File: src/rtl/apb_pkg.sv
// Shared types and sizes for the APB master bridge.
package apb_pkg;

  localparam int unsigned ADDR_W   = 32;
  localparam int unsigned DATA_W   = 32;
  localparam logic [31:0] SLV_SIZE = 32'h1000;
  localparam int unsigned PAGE_LSB = $clog2(SLV_SIZE);
  localparam int unsigned PAGE_W   = ADDR_W - PAGE_LSB;

  typedef enum logic [1:0] {
    IDLE   = 2'd0,
    SETUP  = 2'd1,
    ACCESS = 2'd2,
    ERROR  = 2'd3
  } apb_state_e;

  // Request as captured from the CPU port when a transfer is accepted
  typedef struct packed {
    logic              write;
    logic [ADDR_W-1:0] addr;
    logic [DATA_W-1:0] wdata;
  } apb_req_t;

  function automatic int unsigned clog2_min1(input int unsigned n);
    return (n > 1) ? $clog2(n) : 1;
  endfunction

endpackage

File: src/rtl/apb_addr_decoder.sv
// Maps the 4 KiB page of a byte address onto a slave slot of the APB window.
module apb_addr_decoder
  import apb_pkg::*;
#(
  parameter int unsigned NUM_SLV   = 4,
  parameter logic [31:0] BASE_ADDR = 32'h1000_0000,
  localparam int unsigned SEL_W    = clog2_min1(NUM_SLV)
) (
  input  logic [PAGE_W-1:0]  page,
  output logic [SEL_W-1:0]   sel,
  output logic [NUM_SLV-1:0] psel,
  output logic               hit
);

  logic [PAGE_W-1:0] diff;

  // Unsigned wrap makes pages below the base land far above NUM_SLV
  always_comb begin
    diff = page - BASE_ADDR[ADDR_W-1:PAGE_LSB];
    hit  = (diff < PAGE_W'(NUM_SLV));
    sel  = SEL_W'(diff);
    psel = hit ? (NUM_SLV'(1) << sel) : '0;
  end

endmodule

File: src/rtl/apb_master_bridge.sv
// APB3 requester: turns single CPU load/store requests into SETUP/ACCESS
// transfers on one of NUM_SLV slaves, with unmapped-address and timeout errors.
module apb_master_bridge
  import apb_pkg::*;
#(
  parameter int unsigned NUM_SLV   = 4,
  parameter logic [31:0] BASE_ADDR = 32'h1000_0000,
  parameter int unsigned TIMEOUT   = 16
) (
  input  logic                      PCLK,
  input  logic                      PRESET,
  input  logic                      transfer,
  input  logic                      write,
  input  logic [ADDR_W-1:0]         addr,
  input  logic [DATA_W-1:0]         wdata,
  output logic [DATA_W-1:0]         rdata,
  output logic                      ready,
  output logic                      err,
  output logic                      busy,
  output logic [ADDR_W-1:0]         PADDR,
  output logic [DATA_W-1:0]         PWDATA,
  output logic                      PWRITE,
  output logic                      PENABLE,
  output logic [NUM_SLV-1:0]        PSEL,
  input  logic [NUM_SLV*DATA_W-1:0] PRDATA,
  input  logic [NUM_SLV-1:0]        PREADY
);

  localparam int unsigned SEL_W    = clog2_min1(NUM_SLV);
  localparam int unsigned CNT_W    = clog2_min1(TIMEOUT);
  localparam logic [CNT_W-1:0] CNT_LAST = CNT_W'(TIMEOUT - 1);

  apb_state_e         state_q, state_d;
  apb_req_t           req_q, req_d;
  logic [SEL_W-1:0]   sel_q, sel_d, dec_sel;
  logic [NUM_SLV-1:0] psel_q, psel_d, dec_psel;
  logic               dec_hit;
  logic               penable_q, penable_d;
  logic               busy_q, busy_d;
  logic [CNT_W-1:0]   cnt_q, cnt_d;
  logic [DATA_W-1:0]  slv_rdata;
  logic               slv_ready;

  apb_addr_decoder #(
    .NUM_SLV   (NUM_SLV),
    .BASE_ADDR (BASE_ADDR)
  ) u_dec (
    .page (addr[ADDR_W-1:PAGE_LSB]),
    .sel  (dec_sel),
    .psel (dec_psel),
    .hit  (dec_hit)
  );

  // Response of the slave latched at acceptance; other slaves are ignored
  always_comb begin
    slv_rdata = '0;
    slv_ready = 1'b0;
    for (int unsigned i = 0; i < NUM_SLV; i++) begin
      if (SEL_W'(i) == sel_q) begin
        slv_rdata = PRDATA[DATA_W*i +: DATA_W];
        slv_ready = PREADY[i];
      end
    end
  end

  always_comb begin
    state_d   = state_q;
    req_d     = req_q;
    sel_d     = sel_q;
    psel_d    = '0;
    penable_d = 1'b0;
    cnt_d     = '0;
    ready     = 1'b0;
    err       = 1'b0;
    rdata     = '0;

    case (state_q)
      IDLE: begin
        if (transfer) begin
          req_d = '{write, addr, wdata};
          sel_d = dec_sel;
          if (dec_hit) begin
            state_d = SETUP;
            psel_d  = dec_psel;
          end else begin
            state_d = ERROR;
          end
        end
      end
      SETUP: begin
        state_d   = ACCESS;
        psel_d    = psel_q;
        penable_d = 1'b1;
      end
      ACCESS: begin
        if (slv_ready) begin
          ready   = 1'b1;
          rdata   = req_q.write ? '0 : slv_rdata;
          state_d = IDLE;
        end else if (cnt_q == CNT_LAST) begin
          ready   = 1'b1;
          err     = 1'b1;
          state_d = IDLE;
        end else begin
          psel_d    = psel_q;
          penable_d = 1'b1;
          cnt_d     = cnt_q + CNT_W'(1);
        end
      end
      ERROR: begin
        ready   = 1'b1;
        err     = 1'b1;
        state_d = IDLE;
      end
      default: state_d = IDLE;
    endcase

    busy_d = (state_d != IDLE);
  end

  always_ff @(posedge PCLK or negedge PRESET) begin
    if (!PRESET) begin
      state_q   <= IDLE;
      req_q     <= '0;
      sel_q     <= '0;
      psel_q    <= '0;
      penable_q <= 1'b0;
      busy_q    <= 1'b0;
      cnt_q     <= '0;
    end else begin
      state_q   <= state_d;
      req_q     <= req_d;
      sel_q     <= sel_d;
      psel_q    <= psel_d;
      penable_q <= penable_d;
      busy_q    <= busy_d;
      cnt_q     <= cnt_d;
    end
  end

  assign PADDR   = req_q.addr;
  assign PWDATA  = req_q.wdata;
  assign PWRITE  = req_q.write;
  assign PENABLE = penable_q;
  assign PSEL    = psel_q;
  assign busy    = busy_q;

endmodule

File: config.mk
export PLATFORM = sky130hd
export DESIGN_NAME = apb_master_bridge
export DESIGN_NICKNAME = d
export VERILOG_FILES = /design/src/rtl/apb_pkg.sv /design/src/rtl/apb_addr_decoder.sv /design/src/rtl/apb_master_bridge.sv
export SDC_FILE = /design/constraint.sdc
export NUM_CORES = 1
export LEC_CHECK = 0
export ABC_AREA = 1
export CORE_AREA = 2 2 120 122
export DETAILED_ROUTE_END_ITERATION = 10
export DIE_AREA = 0 0 122 124
export GPL_TIMING_DRIVEN = 0
export PLACE_DENSITY = 0.83
export SYNTH_ARGS = -nofsm -noshare
export SYNTH_HDL_FRONTEND = slang
export SYNTH_HIERARCHICAL = 1
export SYNTH_SLANG_ARGS = --single-unit
File: constraint.sdc
create_clock -name PCLK -period 5.5 [get_ports PCLK]
set_clock_uncertainty 0.15 [all_clocks]
set_input_delay 0.825 -clock PCLK [delete_from_list [all_inputs] [get_ports PCLK]]
set_output_delay 0.825 -clock PCLK [all_outputs]
set_load 0.01 [all_outputs]
# == Yosys cells after proc, flatten, opt, wreduce, memory -nomap -nowiden ==
# Cells that the tools add are included.
# op_classes
n_lt_le_gt_ge,1
muxes,32
bitwise_logic,1
shifts,1
eq_ne,8
addsub,2
reduce_logical,5
# ops
op,n
32-bit 2-to-1 mux,7
4-bit 2-to-1 mux,7
20-bit by 3-bit < comparator with 1-bit output (second input constant),1
20-bit by 17-bit subtractor with 20-bit output (second input constant),1
4-bit case mux with 3 select lines,1
1-bit 2-to-1 mux,9
2-bit 2-to-1 mux,4
2-bit case mux with 4 select lines,1
1-bit case mux with 2 select lines,3
4-bit by 1-bit adder with 4-bit output (second input constant),1
2-bit equality test (first input constant),2
2-bit equality test (second input constant),2
4-bit equality test (second input constant),1
2-bit logical NOT,2
2-bit AND reduction,2
1-bit by 2-bit left shift with 4-bit output (first input constant),1
3-bit != test (second input constant),1
1-bit by 2-bit equality test with 1-bit output (first input constant),1
2-bit by 1-bit equality test with 1-bit output (second input constant),1
2-bit nonzero test,1
1-bit NOT,1
# totals
input_bits,200
ff_bits,79
elab_cells,59

# == Logic depth before layout (Yosys ltp) ==
# Gate-level depths: netlist (run 1).
# logic_depth
depth_word,8
mapped_depth,10

# == Hierarchy ==
# Netlist (run 1), hierarchy kept.
# modules_own_cells
mod,instances,cells_per_inst,area_per_inst_um2,seq_area_each_um2
apb_master_bridge,1,436,4157.7,1976.9
apb_addr_decoder,1,30,133.9,0.0

# == Least setup slack after synthesis (run 1) ==
# No wires, ideal clock.
# synth_timing
path_kind,input-to-output
start,input port PREADY[1]
end,output port rdata[20]
n_path_buf,2
path_stages,9
slack_ns,2.747
t_arrival_ns,1.778
path_cell_list,nand2_1 nand2_1 nand3_2 nand2_2 nand2_1 or2_1 buf_6 buf_6 nor2_1
# synth_between
elab_chain_cells,5
# synth_lines
item,line,source
start: declaration,apb_master_bridge.sv:26,input logic [NUM_SLV-1:0] PREADY
1-bit 2-to-1 mux (3 in series),apb_master_bridge.sv:59,if (SEL_W'(i) == sel_q) begin
32-bit 2-to-1 mux,apb_master_bridge.sv:96,if (slv_ready) begin
32-bit 2-to-1 mux,apb_master_bridge.sv:77,case (state_q)
end: declaration,apb_master_bridge.sv:16,"output logic [DATA_W-1:0] rdata,"
# Every way passes these cells.

# == Final worst setup path (run 1) ==
# layout_timing
start,input port PREADY[1]
end,output port rdata[6]
# Same word-level chain as after synthesis.

==> flow_summary.yaml, run 1 <==
run_status:
  run_status: "completed"
detailed_routing:
  drt-wirelength-per-cell_um: 17.44
  routed_via_density: 4.780
  drc_errors: 0
  drtIter0Drc: 238
  vias: 4617
  antenna_left: 0
  dr.pass1.iters: 4
  finalWirelength_um: 16850
critical_path:
  path_max_fanout: 10
  crit_slowest_cell: "clkdlybuf4s50_1"
  path_delay_family: "buffers and inverters"
  crit_buf_inv: 4
  cp.required_ns: 4.53
  rrSetupSlack_ns: 3.20
  r2r-start: "state_q[0]"
  cp-end-kind: "output pin"
  cp_common_cell: "nand2_1"
  path_class: "input pin to output pin"
  reg2reg_to: "PWDATA[9]"
  cp.arrival_ns: 2.90
  crit_chain: "clkdlybuf4s50_1, nand2_1, nand2_1, nand3_2, nand2_2, nand2_1, or2_1, buf_6, buf_6, nor2_2, clkdlybuf4s50_1"
  start_kind: "input pin"
  reg2reg_depth: 7
  slowest_delay_ns: 0.62
placed_design:
  gp_congestion: 0.8600
  numPlacedInstances: 950
  post_dp_cell_area_mm2: 0.007575
  numPortBuffers: 303
  hpwl_um: 13440
synthesis:
  syn_nets: 671
  synth.distinct_cells: 29
  syn_inst: 466
  synth_area_mm2: 0.004292
  seq_area_frac_synth_pct: 46.06
  ys_ff_latch: 79
  yosysWarnings: 6
  avgSynthCellArea_um2: 9.209
floorplan:
  die_h_um: 124
  ioPinCount: 305
  fp.coreArea_mm2: 0.01372
  start_util_pct: 31.28
  die_w_um: 122
  design.die.area_mm2: 0.01513
  fp-row-count: 43
final_layout:
  final_area_mm2: 0.007908
  syn2layout_area_growth_pct: 84.26
  instances_no_fill: 966
  multiInputGateArea_mm2: 0.002036
  layout.nets: 986
  seq_area_mm2: 0.001977
  n_antenna_cell: 0
  n_fill_cell: 1211
  drive_gt1_share_pct: 15.01
power_and_ir_drop:
  vdd_drop_max_mv: 0.3321
  power_density_mw_per_mm2: 469.8
  p_leak_nw: 3.260
clock_network:
  cts_tree: "built"
  numCtsBuffers: 9
  clock-root-buffer: "clkbuf_16"
  clk_pin_slew_ns: 0.06
  clk_latency_ns: 0.33
  clockBufferDepth: 2
  cts_resized: 0
  cts.sinks: 79
  ctsHoldBuffers: 0
  cts_max_level: 3
  post_cts_buffers: 0
timing:
  fin_crit_ns: 3.877
  maxSlewHeadroom_pct: 63.43
  setup_viol: 0
  worst_slew_pin_slew_ns: 0.5486
  hold_viol: 0
  rsz0062_at_grt: "no"
  fmax_ghz: 0.2579
  setup_tns_ns: 0
  fin_crit_sh_pct: 70.50
  drv_slew: 0
grt:
  grt.overflow.total: 0
  grt_pass1_wl_um: 24370
  track_usage_pct: 21.27
  grt_max_degree: 62
  first_global_vias: 4601
  antenna_found_initial: 0
worst_hold_path:
  hold_path.class: "input pin to asynchronous set/reset pin"
job:
  cap_violations: 0
==> report_power, final <==
| part | internal (mW) | switching [mW] |
|---|---|---|
| clock network | 0.421 | 0.235 |
| logic | 1.08 | 0.967 |
| registers | 0.853 | 0.157 |
| total | 2.36 | 1.36 |
==> synthesized netlist by cell type (all sizes together) <==
cell,instances,area share (%)
inv,28,2.4
nand2,76,6.7
o22ai,1,0.15
xor2,1,0.20
nand3,37,4.5
o211ai,1,0.17
nor2,54,5.4
buf,19,2.9
o221ai,12,2.4
a21boi,1,0.17
and2,1,0.15
o21a,1,0.17
or2,1,0.15
a21oi,3,0.35
xnor2,1,0.20
dfrtp,79,46
nor3b,1,0.17
ha,5,1.5
o21ai,57,6.6
nor3,2,0.23
mux2,65,17
clkbuf,13,1.1
nand4,7,1.0
==> how the worst max path moves through the flow <==
stage | from | end | slack, ns | cells after the start
after global routing | PREADY[1] | rdata[6] | 1.50 | 11
after global placement | PRESET | PWDATA[12] | 0.60 | 1
after CTS | PREADY[1] | rdata[6] | 1.57 | 11
final | PREADY[1] | rdata[6] | 1.62 | 11
after floorplan | PREADY[1] | rdata[20] | 2.75 | 9
after detailed placement | PREADY[1] | rdata[6] | 1.59 | 11
==> cells in the final DEF, fill, tap and decap left out, types with 2 or more instances in the layout <==
cell type,instances
a21oi_1,3
buf_2,13
buf_4,3
buf_6,4
bufinv_16,2
clkbuf_1,13
clkbuf_16,9
clkbuf_8,2
clkdlybuf4s50_1,302
clkinvlp_4,2
dfrtp_1,79
ha_1,5
inv_1,27
mux2_2,65
nand2_1,75
nand3_1,35
nand3_2,2
nand4_1,7
nor2_1,42
nor2_2,12
nor3_1,2
o21ai_0,57
o221ai_1,12
==> state kept, by name, summed over array words and instances (netlist names) <==
signal and count:
cnt_q 4, busy 1, PWRITE 1, PADDR 32, PENABLE 1, sel_q 2
PSEL 4, state_q 2, PWDATA 32
==> final cells by class <==
type,instances,share of cell area [%]
tap,180,2.848
timing repair buffer,304,38.67
buffer,32,2.199
clock buffer,11,3.196
clock inverter,5,1.013
sequential,79,25.00
multi-input combinational,327,25.74
inverter,28,1.329
==> stage by stage <==
| stage | setup slack (ns) | hold slack [ns] | utilization (%) | power (mW) |
|---|---|---|---|---|
| after floorplan | 2.747 | 0.2831 | - | 1.988 |
| after global routing | 1.496 | 0.2286 | 57.64 | 3.952 |
| after detailed placement | 1.586 | 0.3058 | 55.21 | 3.064 |
| after global placement | 0.5983 | 0.3087 | 55.03 | 3.019 |
| after CTS | 1.574 | 0.2117 | 57.64 | 3.755 |
| final | 1.623 | 0.2232 | 57.64 | 3.715 |
==> routing by layer <==
metal  vias to the layer above  part of all wire, %  global-route usage [%]
met4                         0                  2.0                   6.609
li1                       2212                    -                       -
met3                        25                   12                   8.700
met2                       223                   50                   39.14
met5                         -                    0                       0
met1                      2157                   36                   22.07
==> kinds of logic after synthesis <==
logic type                 share of synthesized area [%]
xor gates and xnor gates                          0.4082
buffers and inverters                              6.501
AOI/OAI and AO/OA                                  10.12
and+or+nand+nor                                    18.40
muxes                                              17.06
DFF                                                46.06
adders and majority gates                          1.458
No activity file was read; power rests on OpenSTA's default activity.
==> run 2, diff against run 1 <==
CORE_AREA = 2 2 118 120   (was 2 2 120 122)
DIE_AREA = 0 0 120 122   (was 0 0 122 124)
PLACE_DENSITY = 0.85   (was 0.83)
clock period = 3.6 ns   (was 5.5 ns; I/O delays follow)
==> flow_summary.yaml, run 2 (synthesis results as in run 1) <==
clock_network:
  ctsHoldBuffers: 0
  clk_pin_slew_ns: 0.06
  cts_tree: "built"
  clock-root-buffer: "clkbuf_16"
  numCtsBuffers: 9
  post_cts_buffers: 0
  clk_latency_ns: 0.33
  clockBufferDepth: 2
  cts_max_level: 3
  cts.sinks: 79
timing:
  maxSlewHeadroom_pct: 58.82
  hold_viol: 0
  rsz0062_at_grt: "no"
  fin_crit_ns: 3.359
  setup_viol: 0
  drv_slew: 0
  fin_crit_sh_pct: 93.30
  fmax_ghz: 0.2977
  worst_slew_pin_slew_ns: 0.6177
grt:
  antenna_found_initial: 0
  grt.overflow.total: 0
  track_usage_pct: 22.23
  first_global_vias: 4808
  grt_max_degree: 47
  grt_pass1_wl_um: 25250
detailed_routing:
  vias: 4579
  dr.pass1.iters: 4
  routed_via_density: 4.745
  drtIter0Drc: 255
  drc_errors: 0
  antenna_left: 0
  drt-wirelength-per-cell_um: 17.22
  finalWirelength_um: 16620
power_and_ir_drop:
  power_frac_comb_pct: 56.1
  switchingPower_mw: 2.047
  vdd_drop_max_mv: 0.4577
  power_density_mw_per_mm2: 707.3
  p_int_mw: 3.524
  swShare_pct: 36.74
  p_leak_nw: 3.247
  p_clk_share_pct: 16.3
  total_power_mw: 5.571
  power.share.sequential_pct: 27.5
placed_design:
  numPortBuffers: 303
  hpwl_um: 13320
  numPlacedInstances: 950
  gp_congestion: 0.9293
critical_path:
  rrSetupSlack_ns: 1.29
  cp.required_ns: 2.91
  start_kind: "register"
  cp-end-kind: "output pin"
  path_class: "register to output pin"
  cp.arrival_ns: 2.67
  path_max_fanout: 10
final_layout:
  final_util_pct: 58.32
  drive_gt1_share_pct: 14.90
  layout_common_cells: "clkdlybuf4s50_1, dfrtp_1, nand2_1"
  layout.nets: 986
  n_fill_cell: 1148
  n_antenna_cell: 0
  final_common_cell: "clkdlybuf4s50_1"
  seq_area_mm2: 0.001977
  multiInputGateArea_mm2: 0.002038
  instances_no_fill: 965
  syn2layout_area_growth_pct: 83.53
worst_hold_path:
  hold_path.class: "input pin to asynchronous set/reset pin"
job:
  cap_violations: 0
floorplan:
  fp-row-count: 43
  ioPinCount: 305
  design.die.area_mm2: 0.01464
  die_w_um: 120
  die_h_um: 122
  start_util_pct: 31.78
  fp.coreArea_mm2: 0.01350
run_status:
  run_status: "completed"
[run 2: cell count changes in the layout (fill, tap and decap cells not counted)]
cell and delta:
nor2_2 +1, nor2_1 -1, clkinvlp_4 -1, clkbuf_1 +1, bufinv_16 -1
[run 2: routing by layer]
metal	vias to the layer above	track usage (%)	wire, µm
met3	29	8.099	1856
met1	2106	24.26	6154
met5	-	0	0
met4	0	8.015	433
met2	231	39.63	8172
li1	2213	-	-
[run 2: final cells by class]
type	instances	area share [%]
multi-input cells	327	25.88
well taps	180	2.859
inverters	28	1.334
clock inverters	3	0.5401
plain buffers	32	2.208
repair buffers	304	38.82
flip-flops and latches	79	25.10
clock buffers	12	3.257
[run 2: path summary, 6_finish.rpt]
check	end	from	depth (start not counted)
max in group asynchronous	state_q[1]	PRESET	2
hold reg to reg	cnt_q[0]	cnt_q[0]	1
setup reg to reg	PWDATA[7]	state_q[0]	7
min in group PCLK	cnt_q[0]	cnt_q[0]	1
setup / recovery	rdata[15]	sel_q[0]	8
hold / removal	PADDR[27]	PRESET	1
[run 2: timing repair]
action | in CTS | in global routing
setup endpoints to repair | 0 | 2
hold endpoints to repair | 0 | 0
gates resized for setup | 0 | 1
[run 2: stage by stage]
step	instance area (µm²)	hold slack, ns	setup WS, ns	TNS, ns
after floorplan	4292	0.09441	1.417	0
after global placement	7550	0.3036	-0.9922	-77.83
after detailed placement	7575	0.3165	0.3103	0
after CTS	7874	0.02406	0.06971	0
after global routing	7876	0.04555	0.02967	0
final	7876	0.01758	0.2412	0
[run 2: power groups by stage]
stage | clock network [mW] | logic (mW) | registers [mW]
after global routing | 0.976 | 3.38 | 1.59
after global placement | 0 | 3.09 | 1.51
final | 0.911 | 3.13 | 1.53
after detailed placement | 0 | 3.13 | 1.54
after floorplan | 0 | 1.34 | 1.70
after CTS | 0.938 | 3.15 | 1.54
[run 2: worst max-delay path: stages (launching register included)]
cell and delay [ns]:
dfrtp_1 0.31, buf_2 0.24, buf_2 0.26, clkbuf_1 0.45, nand3_1 0.18, nand3_1 0.13
o21ai_0 0.09, nor2_1 0.12, clkdlybuf4s50_1 0.55
==> run 3, diff against run 2 <==
CORE_AREA = 2 2 119 121   (was 2 2 118 120)
CTS_BUF_LIST = sky130_fd_sc_hd__clkbuf_2   (was unset)
DIE_AREA = 0 0 121 123   (was 0 0 120 122)
PLACE_DENSITY = 0.84   (was 0.85)
==> flow_summary.yaml, run 3 (synthesis results as in run 1) <==
worst_hold_path:
  holdPathStages: 3
  hold_end: "PSEL[1]"
  holdCritStartpoint: "transfer"
  hold_path.class: "input pin to register"
clock_network:
  cts.sinks: 79
  post_cts_buffers: 0
  cts_max_level: 3
  clk_latency_ns: 0.54
  numCtsBuffers: 9
  clk_pin_slew_ns: 0.21
  clockBufferDepth: 2
  cts_tree: "built"
  clock-root-buffer: "clkbuf_2"
timing:
  fin_crit_sh_pct: 92.81
  maxSlewHeadroom_pct: 62.30
  rsz0062_at_grt: "no"
  fmax_ghz: 0.2993
  hold_viol: 0
  drv_slew: 0
  setup_ws_ns: 0.2587
  worst_slew_pin_slew_ns: 0.5655
  fin_crit_ns: 3.341
  setup_viol: 0
  fin_hold_ws_ns: 0.1666
  setup_tns_ns: 0
final_layout:
  drive_gt1_share_pct: 15.65
  layout_common_cells: "clkdlybuf4s50_1, dfrtp_1, nand2_1"
  final_area_mm2: 0.007790
  seq_area_mm2: 0.001978
  syn2layout_area_growth_pct: 81.52
  final_common_cell: "clkdlybuf4s50_1"
  n_fill_cell: 1181
  multiInputGateArea_mm2: 0.002043
  layout.nets: 986
critical_path:
  slowest_delay_ns: 0.60
  path_delay_family: "buffers and inverters"
  path_class: "register to output pin"
  path_max_fanout: 6
  r2r-start: "state_q[0]"
  start_kind: "register"
  crit_buf_inv: 3
  crit_slowest_cell: "clkdlybuf4s50_1"
  crit_chain: "clkinv_4, nand2_1, nand2_1, nand3_2, nand2_2, nand2_1, or2_1, buf_6, nor2_1, clkdlybuf4s50_1"
  reg2reg_to: "PWDATA[6]"
  cp-end-kind: "output pin"
  cp.arrival_ns: 2.65
  reg2reg_depth: 7
  rrSetupSlack_ns: 1.34
  cp.required_ns: 2.91
  cp_common_cell: "nand2_1"
run_status:
  run_status: "completed"
grt:
  busiest_layer: "met2"
  first_global_vias: 4781
  grt.overflow.total: 0
  antenna_found_initial: 1
  track_usage_pct: 21.32
  globalRouteMet2Util_pct: 37.29
  use_met1_pct: 22.67
  grt_max_degree: 54
  grt_pass1_wl_um: 24310
  use_met3_pct: 8.118
detailed_routing:
  dr.pass1.iters: 5
  drc_errors: 0
  drtIter0Drc: 299
  finalWirelength_um: 16580
  drt-wirelength-per-cell_um: 17.14
  vias: 4625
  routed_via_density: 4.783
  antenna_left: 0
floorplan:
  ioPinCount: 305
  die_h_um: 123
  start_util_pct: 31.53
  fp.coreArea_mm2: 0.01361
  design.die.area_mm2: 0.01488
  die_w_um: 121
  fp-row-count: 43
power_and_ir_drop:
  switchingPower_mw: 2.011
  p_int_mw: 3.094
  p_leak_nw: 3.731
  power_frac_comb_pct: 60.9
  power.share.sequential_pct: 29.9
  vdd_drop_max_mv: 0.5148
  swShare_pct: 39.40
  p_clk_share_pct: 9.2
  power_density_mw_per_mm2: 655.3
placed_design:
  hpwl_um: 13200
  numPortBuffers: 303
  place_ws_ns: 0.2669
  post_dp_cell_area_mm2: 0.007575
  gp_congestion: 0.8610
job:
  cap_violations: 0
-- run 3: routing by layer --
layer  vias to the layer above  wire length [µm]
met5                         -                 0
met1                      2132              6074
met2                       246              8001
met4                         0               650
li1                       2209                 -
met3                        38              1850
-- run 3: worst min-delay path: stages --
cell and delay, ns:
buf_2 0.15, nand4_1 0.08, o21ai_0 0.08
-- run 3: what timing repair did --
| item | in CTS | in global routing |
|---|---|---|
| hold buffers | 1 | 0 |
| endpoints found under the setup margin | 29 | 31 |
| gates cloned | 0 | 0 |
| gates resized for setup | 6 | 39 |
| endpoints found under the hold margin | 26 | 0 |
-- run 3: worst max path at each step --
stage / start / endpoint / slack [ns] / cells after the start
after global routing: sel_q[1] / rdata[19] / 0.01 / 10
after CTS: sel_q[1] / rdata[11] / -0.03 / 7
final: sel_q[1] / rdata[19] / 0.26 / 10
after floorplan: PREADY[1] / rdata[20] / 1.42 / 9
after detailed placement: PREADY[2] / rdata[22] / 0.27 / 11
after global placement: PRESET / PWDATA[18] / -1.05 / 1
-- run 3: power groups by stage --
stage | registers [mW] | clock network [mW] | logic [mW]
3_5_place_dp | 1.54 | 0 | 3.12
3_3_place_gp | 1.52 | 0 | 3.08
2_1_floorplan | 1.70 | 0 | 1.34
4_1_cts | 1.53 | 0.493 | 3.13
6_report | 1.53 | 0.469 | 3.11
5_1_grt | 1.58 | 0.521 | 3.37
-- run 3: cell type report --
class | count | share of cell area, %
Multi-Input combinational cell | 327 | 26.23
Buffer | 31 | 2.313
Inverter | 28 | 1.413
Clock buffer | 9 | 0.5782
Timing Repair Buffer | 305 | 40.33
Sequential cell | 79 | 25.39
Antenna cell | 1 | 0.03212
Clock inverter | 7 | 0.8191
Tap cell | 180 | 2.891
-- run 3: stage by stage --
step                      cells  total power [mW]  utilization, %
final                       967             5.105           57.23
after global routing        967             5.477           57.23
after CTS                   966             5.158           56.58
after detailed placement    950             4.661           55.65
after global placement      949             4.597           55.46
after floorplan             466             3.037               -
